===== src/rtl/marker_pkg.sv =====
// rtl/marker_pkg.sv - shared constants and state types for the marker centroid sequencer
package marker_pkg;

    localparam int H_RES      = 320;
    localparam int V_RES      = 240;
    localparam int FRAME_PIX  = H_RES * V_RES;
    localparam int ADDR_W     = 17;
    localparam int SUM_W      = 32;
    localparam int MIN_PIXELS = 4;
    localparam logic [11:0] KEY_COLOUR = 12'h00F;

    typedef enum logic [2:0] {
        IDLE,
        SCAN,
        DRAIN,
        DIV,
        RESULT
    } scan_state_t;

    // Sub-steps of DIV: X and Y quotients share one divider back to back.
    typedef enum logic [1:0] {
        DIV_X_START,
        DIV_X_RUN,
        DIV_Y_START,
        DIV_Y_RUN
    } div_phase_t;

endpackage


===== src/rtl/seq_divider.sv =====
// rtl/seq_divider.sv - restoring sequential divider, one quotient bit per cycle after a load cycle
module seq_divider #(
    parameter int W  = 32,
    parameter int QW = 9
) (
    input  logic          clk,
    input  logic          resetn,
    input  logic          start,
    input  logic [W-1:0]  dividend,
    input  logic [W-1:0]  divisor,
    output logic          done,
    output logic [QW-1:0] quotient
);

    localparam int CW = $clog2(W + 1);

    logic [W-1:0]  rem;
    logic [W-1:0]  quo;
    logic [W-1:0]  dvs;
    logic [CW-1:0] cnt;
    logic          running;

    logic [W:0]    shifted;
    logic [W:0]    diff;
    logic          take;
    logic [W-1:0]  rem_nxt;
    logic [W-1:0]  quo_nxt;

    always_comb begin
        shifted = {rem, quo[W-1]};
        diff    = shifted - {1'b0, dvs};
        take    = ~diff[W];
        rem_nxt = take ? diff[W-1:0] : shifted[W-1:0];
        quo_nxt = {quo[W-2:0], take};
    end

    // done marks the final iteration; the quotient is taken from the next-state value
    // so the caller can latch it on the same edge the divider finishes.
    assign done     = running && (cnt == CW'(1));
    assign quotient = quo_nxt[QW-1:0];

    always_ff @(posedge clk) begin
        if (!resetn) begin
            rem     <= '0;
            quo     <= '0;
            dvs     <= '0;
            cnt     <= '0;
            running <= 1'b0;
        end else if (start) begin
            rem     <= '0;
            quo     <= dividend;
            dvs     <= divisor;
            cnt     <= CW'(W);
            running <= 1'b1;
        end else if (running) begin
            rem <= rem_nxt;
            quo <= quo_nxt;
            cnt <= cnt - CW'(1);
            if (cnt == CW'(1)) begin
                running <= 1'b0;
            end
        end
    end

endmodule


===== src/rtl/marker_scan_ctrl.sv =====
// rtl/marker_scan_ctrl.sv - per-frame key-colour scan, centroid divide and valid/ready hand-off
import marker_pkg::*;

module marker_scan_ctrl #(
    parameter int H_RES  = marker_pkg::H_RES,
    parameter int V_RES  = marker_pkg::V_RES,
    parameter int ADDR_W = marker_pkg::ADDR_W,
    parameter int SUM_W  = marker_pkg::SUM_W
) (
    input  logic              clk,
    input  logic              resetn,
    input  logic              enable,
    input  logic              vsync,
    output logic              fb_rd_en,
    output logic [ADDR_W-1:0] fb_addr,
    input  logic [11:0]       fb_pixel,
    output logic [8:0]        cx,
    output logic [7:0]        cy,
    output logic              marker_found,
    output logic [ADDR_W-1:0] pixel_count,
    output logic              centroid_valid,
    input  logic              centroid_ready,
    output logic              busy,
    output logic              overrun
);

    localparam int FRAME_PIX = H_RES * V_RES;

    scan_state_t state, state_nxt;
    div_phase_t  div_phase, div_phase_nxt;

    logic              vsync_q;
    logic              vsync_rise;
    logic [ADDR_W-1:0] addr;
    logic [8:0]        x;
    logic [7:0]        y;
    logic [8:0]        x_d;
    logic [7:0]        y_d;
    logic              rd_valid;
    logic [SUM_W-1:0]  sum_x;
    logic [SUM_W-1:0]  sum_y;
    logic [ADDR_W-1:0] count;

    logic              div_start;
    logic [SUM_W-1:0]  div_dividend;
    logic              div_done;
    logic [8:0]        div_quotient;

    assign fb_addr = addr;

    always_comb begin
        state_nxt      = state;
        div_phase_nxt  = div_phase;
        div_start      = 1'b0;
        div_dividend   = sum_x;
        fb_rd_en       = 1'b0;
        centroid_valid = 1'b0;
        busy           = (state != IDLE);
        case (state)
            IDLE: begin
                if (vsync_rise && enable) begin
                    state_nxt = SCAN;
                end
            end
            SCAN: begin
                fb_rd_en = 1'b1;
                if (addr == ADDR_W'(FRAME_PIX - 1)) begin
                    state_nxt = DRAIN;
                end
            end
            DRAIN: begin
                state_nxt     = DIV;
                div_phase_nxt = DIV_X_START;
            end
            DIV: begin
                case (div_phase)
                    DIV_X_START: begin
                        if (count < ADDR_W'(MIN_PIXELS)) begin
                            state_nxt = RESULT;
                        end else begin
                            div_start     = 1'b1;
                            div_phase_nxt = DIV_X_RUN;
                        end
                    end
                    DIV_X_RUN: begin
                        if (div_done) begin
                            div_phase_nxt = DIV_Y_START;
                        end
                    end
                    DIV_Y_START: begin
                        div_start     = 1'b1;
                        div_dividend  = sum_y;
                        div_phase_nxt = DIV_Y_RUN;
                    end
                    default: begin
                        if (div_done) begin
                            state_nxt = RESULT;
                        end
                    end
                endcase
            end
            RESULT: begin
                centroid_valid = 1'b1;
                if (centroid_ready) begin
                    state_nxt = IDLE;
                end
            end
            default: state_nxt = IDLE;
        endcase
    end

    always_ff @(posedge clk) begin
        if (!resetn) begin
            state        <= IDLE;
            div_phase    <= DIV_X_START;
            vsync_q      <= 1'b0;
            vsync_rise   <= 1'b0;
            addr         <= '0;
            x            <= '0;
            y            <= '0;
            x_d          <= '0;
            y_d          <= '0;
            rd_valid     <= 1'b0;
            sum_x        <= '0;
            sum_y        <= '0;
            count        <= '0;
            cx           <= '0;
            cy           <= '0;
            marker_found <= 1'b0;
            pixel_count  <= '0;
            overrun      <= 1'b0;
        end else begin
            state      <= state_nxt;
            div_phase  <= div_phase_nxt;
            vsync_q    <= vsync;
            vsync_rise <= vsync & ~vsync_q;
            rd_valid   <= fb_rd_en;
            x_d        <= x;
            y_d        <= y;

            if (vsync_rise && (state != IDLE)) begin
                overrun <= 1'b1;
            end

            case (state)
                IDLE: begin
                    if (vsync_rise && enable) begin
                        addr  <= '0;
                        x     <= '0;
                        y     <= '0;
                        sum_x <= '0;
                        sum_y <= '0;
                        count <= '0;
                    end
                end
                SCAN: begin
                    if (addr != ADDR_W'(FRAME_PIX - 1)) begin
                        addr <= addr + ADDR_W'(1);
                    end
                    if (x == 9'(H_RES - 1)) begin
                        x <= '0;
                        y <= y + 8'd1;
                    end else begin
                        x <= x + 9'd1;
                    end
                end
                DIV: begin
                    case (div_phase)
                        DIV_X_START: begin
                            pixel_count <= count;
                            if (count < ADDR_W'(MIN_PIXELS)) begin
                                marker_found <= 1'b0;
                            end
                        end
                        DIV_X_RUN: begin
                            if (div_done) begin
                                cx <= div_quotient;
                            end
                        end
                        DIV_Y_RUN: begin
                            if (div_done) begin
                                cy           <= div_quotient[7:0];
                                marker_found <= 1'b1;
                            end
                        end
                        default: ;
                    endcase
                end
                default: ;
            endcase

            // Read data lags the strobe by one cycle; x_d/y_d carry its coordinates.
            if (rd_valid && (fb_pixel == KEY_COLOUR)) begin
                sum_x <= sum_x + SUM_W'(x_d);
                sum_y <= sum_y + SUM_W'(y_d);
                count <= count + ADDR_W'(1);
            end
        end
    end

    seq_divider #(
        .W  (SUM_W),
        .QW (9)
    ) u_div (
        .clk      (clk),
        .resetn   (resetn),
        .start    (div_start),
        .dividend (div_dividend),
        .divisor  (SUM_W'(count)),
        .done     (div_done),
        .quotient (div_quotient)
    );

endmodule


===== config.mk =====
export PLATFORM = sky130hd
export DESIGN_NAME = marker_scan_ctrl
export DESIGN_NICKNAME = d
export VERILOG_FILES = /design/src/rtl/marker_pkg.sv /design/src/rtl/seq_divider.sv /design/src/rtl/marker_scan_ctrl.sv
export SDC_FILE = /design/constraint.sdc
export NUM_CORES = 1
export LEC_CHECK = 0
export CORE_UTILIZATION = 50
export DETAILED_ROUTE_END_ITERATION = 8
export PLACE_DENSITY = 0.69
export RECOVER_POWER = 100
export SYNTH_ARGS = -nofsm -noshare
export SYNTH_HDL_FRONTEND = slang
export SYNTH_SLANG_ARGS = --single-unit

===== constraint.sdc =====
create_clock -name clk -period 3 [get_ports clk]
set_input_delay 0.75 -clock clk [delete_from_list [all_inputs] [get_ports clk]]
set_output_delay 0.75 -clock clk [all_outputs]
set_load 0.02 [all_outputs]

==> impl_metrics.env <==
export IMPL_via_per_inst=5.71
export IMPL_cts_sinks=264
export IMPL_finalWorstSetupSlack_ns=0.147
export IMPL_fin_crit_ns=2.85
export IMPL_area_delta_synth_final_pct=16.6
export IMPL_antenna_found_initial=0
export IMPL_num_vias=11643
export IMPL_core_area_um2=25400
export IMPL_crit_required_ns=3.37
export IMPL_route_met2_wl_um=15000
export IMPL_dp_hpwl_um=22200
export IMPL_setup_viol=0
export IMPL_synthCells=1618
export IMPL_grt_pass1_vias=11090
export IMPL_die_area_um2=26800
export IMPL_fin_skew_ns=0.0141
export IMPL_min_path_type="reg -> reg"
export IMPL_cpMaxStageDelayCell="or4b_2"
export IMPL_synth_edf_count=0
export IMPL_highest_layer="met4"
export IMPL_hold_viol_final=0
export IMPL_drt_wl_total_um=32100
export IMPL_crit_chain="inv_1 -> ha_1 -> nand4_1 -> a2111o_1 -> a31o_2 -> nand4_1 -> nand3_2 -> or4b_2 -> xor2_1 -> a21oi_1"
export IMPL_grt_setup_unrepaired="false"
export IMPL_final_nets=1753
export IMPL_cts_buffers=29
export IMPL_clk_latency_ns=0.54
export IMPL_drive_above_1_share=0.0802
export IMPL_ir_drop_mv=0.417
export IMPL_ys_ff_latch=264
export IMPL_grt_max_degree=77
export IMPL_num_rows=58
export IMPL_met1_length_um=15200
export IMPL_grt_pass1_wl_um=53900
export IMPL_fin_hold_ws_ns=0.388
export IMPL_grt_usage=0.243
export IMPL_status="finished, final reports clean"
export IMPL_wl_per_cell_um=15.8
export IMPL_power_leakage_nw=6.02
export IMPL_synth_top_cell_area_share=0.404
export IMPL_cts_tree="built"
export IMPL_final_common_cell="dfxtp_1"
export IMPL_fillers=2288
export IMPL_min_period_over_period=0.951
export IMPL_die_h_um=164
export IMPL_syn_nets=1682
export IMPL_n_antenna_cell=0
export IMPL_synth_cell_types=63
export IMPL_cp_num_buf_inv=1
export IMPL_clockBufferDepth=3
export IMPL_place_ws_ns=-0.0836
export IMPL_final_antenna_net_count=0
export IMPL_finalPower_mw=7.59
export IMPL_arrival_ns=3.23
export IMPL_power_density_nw_per_um2=497
export IMPL_ys_flop_type="dfxtp_1"
export IMPL_synthTopCellsByArea="dfxtp_1 40%, a21oi_1 7.1%, nor2_1 5.4%, nand2_1 5.0%, ha_1 4.2%"
export IMPL_yosysTopAreaCell="dfxtp_1"
export IMPL_syn_area_um2=13100
export IMPL_io_buffers=72
export IMPL_dr_pass1_iters=6
export IMPL_critPathTopFamily="simple AND/OR/NAND/NOR gates"
export IMPL_die_x_um=164
export IMPL_io_pins=73
export IMPL_crit_type="reg -> reg"
export IMPL_maxSlewViolCount=0
export IMPL_clkTransAtPathRegs_ns=0.06
export IMPL_wl_met3_um=1410
export IMPL_worst_pin_slew_ns=0.888
export IMPL_relSlewSlack=0.405
export IMPL_yosysSeqAreaShare=0.404
export IMPL_maxCapViolCount=0
export IMPL_initial_core_util=0.516
export IMPL_gr_total_overflow=0
export IMPL_drc_errors=0
export IMPL_htree_levels=1
export IMPL_synth_warnings=0
export IMPL_root_buffer="clkbuf_16"
export IMPL_place_congestion=0.869
export IMPL_synth_async_reset_ratio=0
export IMPL_crit_path_end_kind="flip-flop"
export IMPL_critPathMostFrequentCell="nand4_1"
export IMPL_startpoint_type="flip-flop"
export IMPL_cp_max_fo=5
export IMPL_drtIter0Drc=774
export IMPL_critPathMaxStageDelay_ns=0.66
export IMPL_layout_common_cells="263 x dfxtp_1, 188 x nor2_1, 186 x a21oi_1, 175 x nand2_1, 80 x nand3_1"
export IMPL_max_freq_mhz=351
export IMPL_syn_avg_cell_area_um2=8.09
worst reg2reg max path, cell delays in order, from the launching register on:
cell,delay [ns]
dfxtp_1,0.33
inv_1,0.06
ha_1,0.31
nand4_1,0.18
a2111o_1,0.44
a31o_2,0.24
nand4_1,0.10
nand3_2,0.11
or4b_2,0.66
xor2_1,0.16
a21oi_1,0.10
layer usage:
metal / vias to the layer above / global-route usage
met4: 0 / 0.0509
li1: 5878 / -
met3: 41 / 0.0270
met2: 226 / 0.420
met5: - / 0
met1: 5498 / 0.327
synthesized netlist by cell type (8+ instances only):
master       n
a211oi_1    36
a21o_1       9
a21oi_1    187
and2_1      23
and3_1      16
and4_1      10
buf_1       12
clkbuf_1    75
dfxtp_1    264
ha_1        44
inv_1       45
mux2_2      11
mux2i_1     49
nand2_1    176
nand2b_1    12
nand3_1     81
nand4_1     30
nor2_1     188
nor3_1      28
nor4_1      10
o2111ai_1   10
o211ai_1    12
o21ai_0     71
o31ai_1     18
o41ai_1      8
or2_2       10
or3_1       20
or4_1        9
xnor2_1     37
xor2_1      33
area by class of cell:
| cell class | instances | area, um2 | area share |
|---|---|---|---|
| Clock buffer | 41 | 841 | 0.0551 |
| Clock inverter | 9 | 95.1 | 0.00623 |
| Inverter | 46 | 174 | 0.0114 |
| Multi-Input combinational cell | 1213 | 7290 | 0.478 |
| Sequential cell | 264 | 5290 | 0.346 |
| Tap cell | 330 | 413 | 0.0270 |
| Timing Repair Buffer | 135 | 1170 | 0.0764 |
repair_timing:
action	4_1_cts	5_1_grt
setup buffers	0	1
hold buffers	0	0
endpoints found under the setup margin	0	15
gates resized for setup	0	6
registers in the layout (all words and copies together), names as in the netlist, 9 cells and up:
signal,cells
count,17
cx,9
fb_addr,17
pixel_count,17
sum_x,32
sum_y,32
u_div.dvs,17
u_div.quo,32
u_div.rem,32
x,9
x_d,9
report_power, final:
group | total [mW] | internal (mW) | switching, mW | leakage [nW]
Combinational | 0.517 | 0.173 | 0.344 | 3.42
Clock | 3.49 | 2.10 | 1.39 | 0.469
Sequential | 3.59 | 3.54 | 0.0474 | 2.13
Total | 7.59 | 5.81 | 1.78 | 6.02
kinds of logic (layout without fill, tap and decap cells):
kind of cell    after synthesis  count (layout)  share of synthesized area
simple gates                639             639                      0.232
compound gates              397             397                      0.182
flops                       264             264                      0.404
buf+inv                     141             231                     0.0421
xor+xnor                     70              70                     0.0468
mux                          60              60                     0.0469
fa+ha+maj                    47              47                     0.0466
stage by stage:
step | area (um2) | std cells | utilization | setup TNS (ns)
2_1_floorplan | 13100 | 1618 | - | 0
6_report | 15300 | 2038 | 0.601 | 0
5_1_grt | 15300 | 2038 | 0.601 | 0
4_1_cts | 15300 | 2037 | 0.603 | 0
3_5_place_dp | 14400 | 1987 | 0.566 | -0.148
3_3_place_gp | 14400 | 1987 | 0.566 | -0.0143
final timing paths:
check	from	end	slack (ns)	cells after the start
setup / recovery	u_div.dvs[12]	u_div.rem[25]	0.15	10
hold / removal	vsync_q	vsync_rise	0.39	1
setup reg to reg	u_div.dvs[12]	u_div.rem[25]	0.15	10
hold reg to reg	vsync_q	vsync_rise	0.39	1
(Power assumes the default switching activity.)
